File: config.mk
export PLATFORM = sky130hd
export DESIGN_NAME = pc_unit_flat
export DESIGN_NICKNAME = d
export VERILOG_FILES = /design/src/rtl/pc_unit_pkg.sv /design/src/rtl/pc_unit_if.sv /design/src/rtl/pc_next.sv /design/src/rtl/pc_unit.sv /design/src/flat_wrapper.sv
export SDC_FILE = /design/constraint.sdc
export NUM_CORES = 1
export LEC_CHECK = 0
export CORE_MARGIN = 5
export CORE_UTILIZATION = 56
export CTS_BUF_LIST = sky130_fd_sc_hd__clkbuf_8 sky130_fd_sc_hd__clkbuf_16
export DETAILED_ROUTE_END_ITERATION = 16
export PLACE_DENSITY_LB_ADDON = 0.12
export SETUP_SLACK_MARGIN = 0.02
export SLEW_MARGIN = 20
export SYNTH_ARGS = -nofsm -noshare
export SYNTH_HDL_FRONTEND = slang
export SYNTH_HIERARCHICAL = 1
export SYNTH_SLANG_ARGS = --single-unit
File: constraint.sdc
create_clock -name CLK -period 4.6 [get_ports CLK]
set_clock_uncertainty 0.15 [all_clocks]
set_input_delay 0.92 -clock CLK [delete_from_list [all_inputs] [get_ports CLK]]
set_output_delay 0.92 -clock CLK [all_outputs]
set_load 0.01 [all_outputs]
File: src/rtl/pc_unit_pkg.sv
`default_nettype none
// ============================================================================
//  Module   : pc_unit_pkg
//  Purpose  : Shared definitions for the fetch-stage program-counter unit.
//             Provides the FSM state encoding, the default reset vector and
//             the sequential fetch increment.
//  Ports    : none (package)
//  Revision : 1.0 - initial release
// ============================================================================
package pc_unit_pkg;

  // Fetch controller states, explicitly encoded.
  typedef enum logic [1:0] {
    IDLE  = 2'd0,  // first cycle out of reset, no request yet
    FETCH = 2'd1,  // request outstanding at the current PC
    PEND  = 2'd2   // redirect captured while memory was busy
  } state_t;

  localparam logic [31:0] c_resetVector = 32'h0000_0000;
  localparam int unsigned c_pcInc       = 4;

endpackage : pc_unit_pkg
`default_nettype wire

File: src/rtl/pc_unit_if.sv
`default_nettype none
// ============================================================================
//  Module   : pc_unit_if
//  Purpose  : Bundles the control inputs and fetch outputs of the PC unit.
//  Ports    : master (PC unit side)
//               in : Stall, Taken, Jump, Target, IReady
//               out: PC, IReq, Flush, AddrErr
//             slave  (surrounding pipeline / instruction memory side)
//               mirror image of master
//  Revision : 1.0 - initial release
// ============================================================================
interface pc_unit_if #(
  parameter int PC_WIDTH = 32
) ();

  logic                Stall;
  logic                Taken;
  logic                Jump;
  logic [PC_WIDTH-1:0] Target;
  logic                IReady;
  logic [PC_WIDTH-1:0] PC;
  logic                IReq;
  logic                Flush;
  logic                AddrErr;

  modport master (
    input  Stall, Taken, Jump, Target, IReady,
    output PC, IReq, Flush, AddrErr
  );

  modport slave (
    output Stall, Taken, Jump, Target, IReady,
    input  PC, IReq, Flush, AddrErr
  );

endinterface : pc_unit_if
`default_nettype wire

File: src/rtl/pc_next.sv
`default_nettype none
// ============================================================================
//  Module   : pc_next
//  Purpose  : Combinational next-PC selector. Chooses between hold,
//             sequential increment, the (aligned) redirect target and the
//             buffered pending target, and flags misaligned redirects.
//  Ports    : i_state         current controller state
//             i_pc            current fetch PC
//             i_pending       buffered redirect target
//             i_stall         hazard stall
//             i_taken/i_jump  redirect requests
//             i_target        raw redirect target
//             i_iReady        instruction memory accepts this cycle
//             o_nextPc        PC value for the next cycle
//             o_redirect      a redirect is requested this cycle
//             o_alignedTarget target with the low two bits cleared
//             o_addrErr       redirect target was misaligned
//  Revision : 1.0 - initial release
// ============================================================================
module pc_next
  import pc_unit_pkg::*;
#(
  parameter int PC_WIDTH = 32
) (
  input  wire state_t              i_state,
  input  wire logic [PC_WIDTH-1:0] i_pc,
  input  wire logic [PC_WIDTH-1:0] i_pending,
  input  wire logic                i_stall,
  input  wire logic                i_taken,
  input  wire logic                i_jump,
  input  wire logic [PC_WIDTH-1:0] i_target,
  input  wire logic                i_iReady,
  output logic      [PC_WIDTH-1:0] o_nextPc,
  output logic                     o_redirect,
  output logic      [PC_WIDTH-1:0] o_alignedTarget,
  output logic                     o_addrErr
);

  logic                w_redirect;
  logic [PC_WIDTH-1:0] w_alignedTarget;
  logic [PC_WIDTH-1:0] w_pcInc;

  assign w_redirect      = i_taken | i_jump;
  assign w_alignedTarget = {i_target[PC_WIDTH-1:2], 2'b00};
  // Increment wraps naturally at the top of the address space.
  assign w_pcInc         = i_pc + PC_WIDTH'(c_pcInc);

  assign o_redirect      = w_redirect;
  assign o_alignedTarget = w_alignedTarget;
  assign o_addrErr       = w_redirect & (i_target[1:0] != 2'b00);

  always_comb begin
    o_nextPc = i_pc;
    case (i_state)
      // No request is outstanding yet, so a redirect can land directly.
      IDLE: begin
        if (w_redirect) begin
          o_nextPc = w_alignedTarget;
        end
      end
      // Redirect beats stall; a redirect without IReady is parked in the
      // pending register by the parent, so the PC holds here.
      FETCH: begin
        if (w_redirect) begin
          if (i_iReady) begin
            o_nextPc = w_alignedTarget;
          end
        end else if (!i_stall && i_iReady) begin
          o_nextPc = w_pcInc;
        end
      end
      // A fresh redirect in the release cycle supersedes the buffered one.
      PEND: begin
        if (i_iReady) begin
          o_nextPc = w_redirect ? w_alignedTarget : i_pending;
        end
      end
      default: o_nextPc = i_pc;
    endcase
  end

endmodule : pc_next
`default_nettype wire

File: src/rtl/pc_unit.sv
`default_nettype none
// ============================================================================
//  Module   : pc_unit
//  Purpose  : Fetch-stage program-counter controller. Holds the fetch PC,
//             issues instruction-memory requests, raises a one-cycle flush
//             on every redirect and buffers a redirect that arrives while
//             instruction memory is busy.
//  Ports    : CLK   rising-edge clock
//             nRST  synchronous active-low reset
//             bus   pc_unit_if.master
//                     in : Stall, Taken, Jump, Target, IReady
//                     out: PC, IReq, Flush, AddrErr (all registered)
//  Revision : 1.0 - initial release
// ============================================================================
module pc_unit
  import pc_unit_pkg::*;
#(
  parameter int                  PC_WIDTH     = 32,
  parameter logic [PC_WIDTH-1:0] RESET_VECTOR = PC_WIDTH'(c_resetVector)
) (
  input  wire logic  CLK,
  input  wire logic  nRST,
  pc_unit_if.master  bus
);

  state_t              r_state;
  logic [PC_WIDTH-1:0] r_pc;
  logic [PC_WIDTH-1:0] r_pending;
  logic                r_iReq;
  logic                r_flush;
  logic                r_addrErr;

  logic [PC_WIDTH-1:0] w_nextPc;
  logic                w_redirect;
  logic [PC_WIDTH-1:0] w_alignedTarget;
  logic                w_addrErr;

  pc_next #(
    .PC_WIDTH (PC_WIDTH)
  ) u_pcNext (
    .i_state         (r_state),
    .i_pc            (r_pc),
    .i_pending       (r_pending),
    .i_stall         (bus.Stall),
    .i_taken         (bus.Taken),
    .i_jump          (bus.Jump),
    .i_target        (bus.Target),
    .i_iReady        (bus.IReady),
    .o_nextPc        (w_nextPc),
    .o_redirect      (w_redirect),
    .o_alignedTarget (w_alignedTarget),
    .o_addrErr       (w_addrErr)
  );

  always_ff @(posedge CLK) begin
    if (!nRST) begin
      r_state   <= IDLE;
      r_pc      <= RESET_VECTOR;
      r_pending <= '0;
      r_iReq    <= 1'b0;
      r_flush   <= 1'b0;
      r_addrErr <= 1'b0;
    end else begin
      r_pc      <= w_nextPc;
      // Every redirect event, including one absorbed into PEND, kills the
      // younger instructions already in IF/ID and ID/EX.
      r_flush   <= w_redirect;
      r_addrErr <= w_addrErr;

      case (r_state)
        IDLE: begin
          r_state <= FETCH;
          r_iReq  <= 1'b1;
        end

        FETCH: begin
          if (w_redirect && !bus.IReady) begin
            // Memory could not take the request: abandon it and remember
            // where to go once memory frees up.
            r_pending <= w_alignedTarget;
            r_state   <= PEND;
            r_iReq    <= 1'b0;
          end else begin
            r_state <= FETCH;
            r_iReq  <= 1'b1;
          end
        end

        PEND: begin
          if (bus.IReady) begin
            r_state <= FETCH;
            r_iReq  <= 1'b1;
          end else begin
            if (w_redirect) begin
              r_pending <= w_alignedTarget;
            end
            r_state <= PEND;
            r_iReq  <= 1'b0;
          end
        end

        default: begin
          r_state <= IDLE;
          r_iReq  <= 1'b0;
        end
      endcase
    end
  end

  assign bus.PC      = r_pc;
  assign bus.IReq    = r_iReq;
  assign bus.Flush   = r_flush;
  assign bus.AddrErr = r_addrErr;

endmodule : pc_unit
`default_nettype wire
File: src/flat_wrapper.sv
// flat-port wrapper written by rule: the top's interface ports become plain ports
module pc_unit_flat import pc_unit_pkg::*;
#(
  parameter int                  PC_WIDTH     = 32,
  parameter logic [PC_WIDTH-1:0] RESET_VECTOR = PC_WIDTH'(c_resetVector)
)
  (CLK, nRST, bus_Stall, bus_Taken, bus_Jump, bus_Target, bus_IReady, bus_PC, bus_IReq, bus_Flush, bus_AddrErr);
  pc_unit_if #(.PC_WIDTH(PC_WIDTH)) bus_i ();
  input  wire logic CLK;
  input  wire logic nRST;
  input wire logic [$bits(bus_i.Stall)-1:0] bus_Stall;
  input wire logic [$bits(bus_i.Taken)-1:0] bus_Taken;
  input wire logic [$bits(bus_i.Jump)-1:0] bus_Jump;
  input wire logic [$bits(bus_i.Target)-1:0] bus_Target;
  input wire logic [$bits(bus_i.IReady)-1:0] bus_IReady;
  output wire logic [$bits(bus_i.PC)-1:0] bus_PC;
  output wire logic [$bits(bus_i.IReq)-1:0] bus_IReq;
  output wire logic [$bits(bus_i.Flush)-1:0] bus_Flush;
  output wire logic [$bits(bus_i.AddrErr)-1:0] bus_AddrErr;
  assign bus_i.Stall = bus_Stall;
  assign bus_i.Taken = bus_Taken;
  assign bus_i.Jump = bus_Jump;
  assign bus_i.Target = bus_Target;
  assign bus_i.IReady = bus_IReady;
  assign bus_PC = bus_i.PC;
  assign bus_IReq = bus_i.IReq;
  assign bus_Flush = bus_i.Flush;
  assign bus_AddrErr = bus_i.AddrErr;
  pc_unit #(.PC_WIDTH(PC_WIDTH), .RESET_VECTOR(RESET_VECTOR)) u_core (.CLK(CLK), .nRST(nRST), .bus(bus_i));
endmodule
==> After elaboration in Yosys (flattened, before gate mapping) <==
Index checks and enable logic that the tools add are counted.
{ "op_classes": {"add_sub_neg": 1, "shift": 0, "n_bitwise": 2, "eq_ne": 8, "mul": 0, "order_cmp": 0, "n_reduce_logical": 10, "n_mux": 16, "div": 0} }
{ "ops": {"columns": ["operator", "count"], "rows": [
  ["2-to-1 mux 32 bit", 8],
  ["one-hot mux 32 bit (3 select lines)", 1],
  ["one-hot mux 32 bit (2 select lines)", 1],
  ["adder 32 x 3 -> 32 bit (second input constant)", 1],
  ["!= test 2 bit (second input constant)", 3],
  ["!= test 3 bit (second input constant)", 2],
  ["one-hot mux 2 bit (3 select lines)", 1],
  ["AND reduction 5 bit", 1],
  ["2-to-1 mux 2 bit", 2],
  ["nonzero test 2 bit", 2],
  ["one-hot mux 1 bit (3 select lines)", 1],
  ["AND reduction 3 bit", 1],
  ["nonzero test 3 bit", 1],
  ["== test 2 x 1 -> 1 bit (second input constant)", 1],
  ["== test 2 bit (second input constant)", 1],
  ["logical AND 1 bit", 2],
  ["zero test 1 bit", 2],
  ["zero test 2 bit", 1],
  ["2-to-1 mux 1 bit", 2],
  ["!= test 2 x 1 -> 1 bit (second input constant)", 1],
  ["bitwise AND 1 bit", 1],
  ["OR 1 bit", 1]
]} }
{ "word_totals": {"latchBits": 0, "output_inout_bits": 35, "rom_bits": 0, "reg_bits": 69, "elab_cells": 43, "ramBits": 0, "memories": 0, "inputBits": 38} }

==> Longest topological paths before layout <==
{ "logic_depth": {"depth_word": 5, "mapped_depth": 9, "mapped_depth_nobuf": 7} }

==> Modules after synthesis <==
The synthesis kept the hierarchy.
{ "by_module_without_submodules": {"columns": ["module", "cells_each", "n_inst", "area_per_inst_um2", "seq_area_each_um2"], "rows": [
  ["pc_next", 467, 1, 2707.6, 0.0],
  ["pc_unit", 222, 1, 2289.7, 1361.3]
]} }

==> Worst setup path before layout <==
No wires, ideal clock.
{ "synth_timing": {"path_type": "input port to flip-flop", "startpoint": "input bus_Jump", "endpoint": "register u_core.r_pc[23], in the netlist u_core/bus.PC[23]", "path_slack_ns": 1.772, "setup_time_ns": 0.115, "arrival_time_ns": 2.563, "stages": 6, "required_ns": 4.335, "n_path_buf": 0, "cell_sequence": "nor2_1 > inv_1 > or4_4 > a211o_1 > a22o_1 > and2_1"} }
{ "synth_between": {"elab_chain_cells": 4, "word_cells_on_any_way": 9, "classes_between": "eq/ne: 3; mux: 4; bitwise: 1; reduce/logical: 1"} }
{ "synth_lines": {"columns": ["element", "line", "rtl"], "rows": [
  ["from (decl)", "flat_wrapper.sv:13", "input wire logic [$bits(bus_i.Jump)-1:0] bus_Jump;"],
  ["OR 1 bit (*)", "pc_next.sv:43", "assign w_redirect = i_taken | i_jump;"],
  ["2-to-1 mux 32 bit", null, null],
  ["2-to-1 mux 32 bit", "pc_next.sv:74", "if (i_iReady) begin"],
  ["one-hot mux 32 bit (3 select lines) (*)", "pc_next.sv:54", "case (i_state)"],
  ["via u_core.w_nextPc[23]", "pc_unit.sv:33", "logic [PC_WIDTH-1:0] w_nextPc;"],
  ["to (signal assigned)", "pc_unit.sv:64", "r_pc <= w_nextPc;"],
  ["to (decl)", "pc_unit.sv:27", "logic [PC_WIDTH-1:0] r_pc;"]
]} }
Mark *: on every way through the listed nets, which the timed path passes. The rest lies on a longest branch. The select of a mux whose other input is x is not followed.
A chain may end at the register's enable or synchronous reset.

==> Worst setup path in the final report <==
{ "layout_timing": {"startpoint": "input bus_Jump", "endpoint": "register u_core.r_pending[3]"} }
{ "layout_between": {"elab_chain_cells": 4, "word_cells_on_any_way": 7, "classes_between": "eq/ne: 1; mux: 3; bitwise: 1; reduce/logical: 2"} }
{ "layout_lines": {"columns": ["element", "line", "rtl"], "rows": [
  ["OR 1 bit (*)", "pc_next.sv:43", null],
  ["via u_core.w_redirect", "pc_unit.sv:34", "logic w_redirect;"],
  ["2-to-1 mux 32 bit or logical AND 1 bit (tied branches)", null, null],
  ["2-to-1 mux 32 bit or != test 2 x 1 -> 1 bit (tied branches)", null, null],
  ["one-hot mux 32 bit (2 select lines) or AND reduction 3 bit (tied branches)", null, null],
  ["to (signal assigned)", "pc_unit.sv:80", "r_pending <= w_alignedTarget;"],
  ["to (signal assigned)", "pc_unit.sv:95", "r_pending <= w_alignedTarget;"],
  ["to (decl)", "pc_unit.sv:28", "logic [PC_WIDTH-1:0] r_pending;"]
]} }
Marked as above.

==> flow_results.xml <==
<?xml version="1.0" encoding="UTF-8"?>
<metrics>
  <group name="run_status">
    <metric name="outcome" unit="">complete, no violations</metric>
  </group>
  <group name="yosys">
    <metric name="dominant_combinational_cell_family_by_area_after_synthesis" unit="">simple AND/OR/NAND/NOR gates</metric>
    <metric name="syn_avg_cell_area" unit="um2">7.25</metric>
    <metric name="postSynthRegisterBits" unit="">68</metric>
    <metric name="number_of_distinct_library_cells_after_synthesis" unit="">70</metric>
    <metric name="synthesis.yosys.warnings" unit="">6</metric>
    <metric name="synth_seq_area_share" unit="%">27.2</metric>
    <metric name="syn_inst" unit="">689</metric>
    <metric name="synth_async_sr_flop_share" unit="%">0</metric>
    <metric name="synth_area_in_compound_gates" unit="%">25.6</metric>
    <metric name="synthFlopType" unit="">sky130_fd_sc_hd__dfxtp_1</metric>
    <metric name="synthSimpleGateAreaFrac" unit="%">28.9</metric>
    <metric name="synthXorXnorAreaFrac" unit="%">0.526</metric>
    <metric name="synth_mux_area_share" unit="%">7.01</metric>
    <metric name="number_of_enable_flip_flop_cells_after_synthesis" unit="">0</metric>
    <metric name="synth_fa_ha_area_share" unit="%">0.250</metric>
    <metric name="synth_area" unit="um2">5000</metric>
  </group>
  <group name="detailed_routing">
    <metric name="met1_length" unit="mm">6.83</metric>
    <metric name="routed_wire_length_per_instance" unit="um">20.9</metric>
    <metric name="remaining_drc_errors" unit="">0</metric>
    <metric name="detailedRoute.firstPassIterationCount" unit="">5</metric>
    <metric name="route.antenna.remaining_nets" unit="">0</metric>
    <metric name="detailroute.wirelength.met2" unit="mm">7.87</metric>
    <metric name="vias" unit="">5356</metric>
    <metric name="routed_wirelength" unit="mm">17.0</metric>
    <metric name="wire_length_on_met3" unit="mm">1.48</metric>
    <metric name="top_signal_layer_used" unit="">met4</metric>
    <metric name="vias_per_std_cell" unit="">6.59</metric>
    <metric name="drt_iter0_markers" unit="">621</metric>
  </group>
  <group name="clocking">
    <metric name="clkSinkCount" unit="">68</metric>
    <metric name="tritoncts_clock_tree" unit="">done</metric>
    <metric name="cts.path.max_buffers" unit="">2</metric>
    <metric name="cts_post_setup_buffers_inserted" unit="">0</metric>
    <metric name="clk_transition_reported_paths" unit="ns">0.07</metric>
    <metric name="clock-root-buffer" unit="">sky130_fd_sc_hd__clkbuf_8</metric>
    <metric name="insertion_delay" unit="ns">0.36</metric>
    <metric name="cts_repair_resize_count" unit="">0</metric>
    <metric name="cts_made_buffers" unit="">9</metric>
    <metric name="clock_tree.htree_level_count" unit="">3</metric>
    <metric name="cts-hold-fix-buffers" unit="">0</metric>
  </group>
  <group name="worst_setup_path">
    <metric name="cp_data_required_time" unit="ns">4.73</metric>
    <metric name="worst-endpoint-arrival" unit="ns">3.51</metric>
    <metric name="critical_path_class" unit="">in -&gt; reg</metric>
    <metric name="startpoint_type" unit="">input port</metric>
    <metric name="series_of_cell_instances_along_the_critical_path" unit="">clkdlybuf4s50_1 &gt; nor2_4 &gt; inv_2 &gt; inv_1 &gt; nor3_4 &gt; buf_12 &gt; mux2i_1</metric>
    <metric name="setup.worst_path.end_class" unit="">register</metric>
    <metric name="crit_path_cell_count" unit="">7</metric>
    <metric name="critical_path.top_delay_family" unit="">buffers and inverters</metric>
    <metric name="cpPeakStageDelay" unit="ns">0.70</metric>
    <metric name="cpMaxStageDelayCell" unit="">sky130_fd_sc_hd__clkdlybuf4s50_1</metric>
    <metric name="cp.buffers_inverters" unit="">4</metric>
    <metric name="worst_reg2reg_path_length_in_cells" unit="">7</metric>
    <metric name="maximum_fanout_along_the_worst_path" unit="">37</metric>
  </group>
  <group name="floorplanning">
    <metric name="i_o_pins" unit="">73</metric>
    <metric name="initial_cell_density_of_the_core" unit="%">57.3</metric>
    <metric name="core_ar" unit="um2">8720</metric>
    <metric name="die_w" unit="um">104</metric>
    <metric name="die-area" unit="um2">10900</metric>
    <metric name="num_rows" unit="">34</metric>
    <metric name="die_height" unit="um">104</metric>
  </group>
  <group name="sta">
    <metric name="final_max_slew_viol_count" unit="">0</metric>
    <metric name="post-route-worst-setup-slack" unit="ns">1.22</metric>
    <metric name="finalHoldViolCount" unit="">0</metric>
    <metric name="final.period_utilization" unit="%">73.5</metric>
    <metric name="transition_time_at_the_pin_with_the_least_slew_margin" unit="ns">0.982</metric>
    <metric name="finalWorstPathRequiredPeriod" unit="ns">3.38</metric>
    <metric name="final.setup.tns" unit="ns">0</metric>
    <metric name="relSlewSlack" unit="%">34.4</metric>
    <metric name="max_freq" unit="MHz">296</metric>
    <metric name="rsz0062_at_grt" unit="">false</metric>
    <metric name="timing.final.setup_violations" unit="">0</metric>
  </group>
  <group name="hold_path">
    <metric name="holdCritPathClass" unit="">reg -&gt; reg</metric>
    <metric name="hold-path-cell-count" unit="">2</metric>
  </group>
  <group name="finish">
    <metric name="layout.nets" unit="">739</metric>
    <metric name="area_delta_synth_final" unit="%">13.1</metric>
    <metric name="postLayoutCoreUtil" unit="%">64.8</metric>
    <metric name="layout_commonest_cell" unit="">sky130_fd_sc_hd__nand2_1</metric>
    <metric name="antenna-diode-count" unit="">0</metric>
    <metric name="finish.cell_count_without_fillers" unit="">813</metric>
    <metric name="filler_cell_count" unit="">792</metric>
    <metric name="layout_cells_sized_above_1" unit="%">6.24</metric>
    <metric name="most_used_cells_in_the_layout_excluding_fill_and_tap_cells" unit="">116 x sky130_fd_sc_hd__nand2_1, 71 x sky130_fd_sc_hd__clkdlybuf4s50_1, 67 x sky130_fd_sc_hd__dfxtp_1</metric>
  </group>
  <group name="global_route">
    <metric name="global_route.overflow_total" unit="">0</metric>
    <metric name="global_route_wire_length_before_repair" unit="mm">27.2</metric>
    <metric name="first_global_vias" unit="">5253</metric>
    <metric name="antenna_found_initial" unit="">0</metric>
    <metric name="grt_use_total" unit="%">30.8</metric>
    <metric name="grt_start_max_net_pins" unit="">68</metric>
  </group>
  <group name="pwr">
    <metric name="clockPowerShare" unit="%">28.5</metric>
    <metric name="post-layout-total-power" unit="uW">1560</metric>
    <metric name="switching_share_of_power" unit="%">34.9</metric>
    <metric name="power_density" unit="nW/um2">277</metric>
    <metric name="ir_drop_worst_vdd" unit="mV">0.156</metric>
    <metric name="cell_internal_pwr" unit="uW">1020</metric>
    <metric name="power.sequential.fraction" unit="%">44.7</metric>
    <metric name="power_frac_comb" unit="%">26.9</metric>
    <metric name="p_leak" unit="uW">0.00201</metric>
    <metric name="p_sw" unit="uW">547</metric>
  </group>
  <group name="placement">
    <metric name="gpl.final_weighted_congestion" unit="">0.935</metric>
    <metric name="io_buffers" unit="">72</metric>
    <metric name="pre_cts_setup_slack" unit="ns">0.892</metric>
    <metric name="place.detailed.hpwl" unit="mm">11.5</metric>
    <metric name="dp.cells" unit="">797</metric>
  </group>
  <group name="flow_run">
    <metric name="number_of_violations_of_the_max_capacitance_limit" unit="">0</metric>
  </group>
</metrics>
[tightest hold or removal path: stages (launching register included)]
cell and delay [ns]:
sky130_fd_sc_hd__dfxtp_1 0.31, sky130_fd_sc_hd__nand2_1 0.05, sky130_fd_sc_hd__mux2i_1 0.05
[per-stage QoR]
stage	hold slack (ns)	cell area, um2
detailed placement	0.297	5480
global route	0.336	5650
global placement	0.290	5480
floorplan	0.280	5000
CTS	0.314	5650
finish	0.312	5650
[final cells by class]
class                      instances  area, um2  area share, %
inverter                           9       33.8          0.598
multi-input combinational        528       3130           55.4
tap                              108        135           2.39
sequential                        68       1360           24.1
clock inverter                     7       45.0          0.797
clock buffer                       9        124           2.19
timing repair buffer              84        818           14.5
[flip-flops by register name (all words and copies together), names as in the netlist]
signal              count
u_core/r_state          2
u_core/bus.PC          32
u_core/bus.AddrErr      1
u_core/r_pending       32
u_core/bus.Flush        1
[layer usage]
metal  global-route usage [%]  vias to the layer above
met2                     49.6                      300
met4                     16.9                        0
li1                         -                     2476
met1                     38.4                     2516
met5                        0                        -
met3                     6.02                       64
[path summary, 6_finish.rpt]
| kind | start | end | slack [ns] |
|---|---|---|---|
| min | u_core/r_pending[9] | u_core/r_pending[9] | 0.31 |
| min reg2reg | u_core/r_pending[9] | u_core/r_pending[9] | 0.31 |
| max | bus_Jump | u_core/r_pending[3] | 1.22 |
| max reg2reg | u_core/r_state[1] | u_core/bus.PC[17] | 1.75 |
[power by group through the flow]
stage	registers, uW	clock network [uW]	logic, uW
after floorplan	698	0	266
after global placement	709	0	404
after detailed placement	711	0	411
after CTS	697	452	413
after global routing	707	477	454
final	699	445	420
[cells by family after synthesis]
family,count (synthesis)
adders and majority gates,1
xor gates and xnor gates,3
and+or+nand+nor,290
buffers and inverters,94
DFF,68
muxes,35
other,1
AOI/OAI and AO/OA,197
[cell usage after synthesis (all sizes together), types with 4 or more instances]
library cell	instances	area share (%)
a22o	4	0.70
clkbuf	40	3.0
nor2b	6	0.75
a21oi	55	5.5
o31a	4	0.70
nand2	116	8.7
nand3	15	1.5
o21a	7	1.1
nor3	13	1.5
nor2	45	3.4
and4	5	0.93
buf	45	6.6
o22ai	9	1.1
dfxtp	68	27
a211oi	6	0.90
a211o	6	1.1
or4	5	0.85
o211ai	4	0.60
nand4	17	2.4
and2	40	5.0
mux2i	35	7.0
nand2b	5	0.63
o21ai	35	3.5
a31oi	17	2.1
inv	9	0.68
and3	9	1.1
o21bai	5	0.75
o31ai	12	1.8
Power figures use the tool's default switching activity.
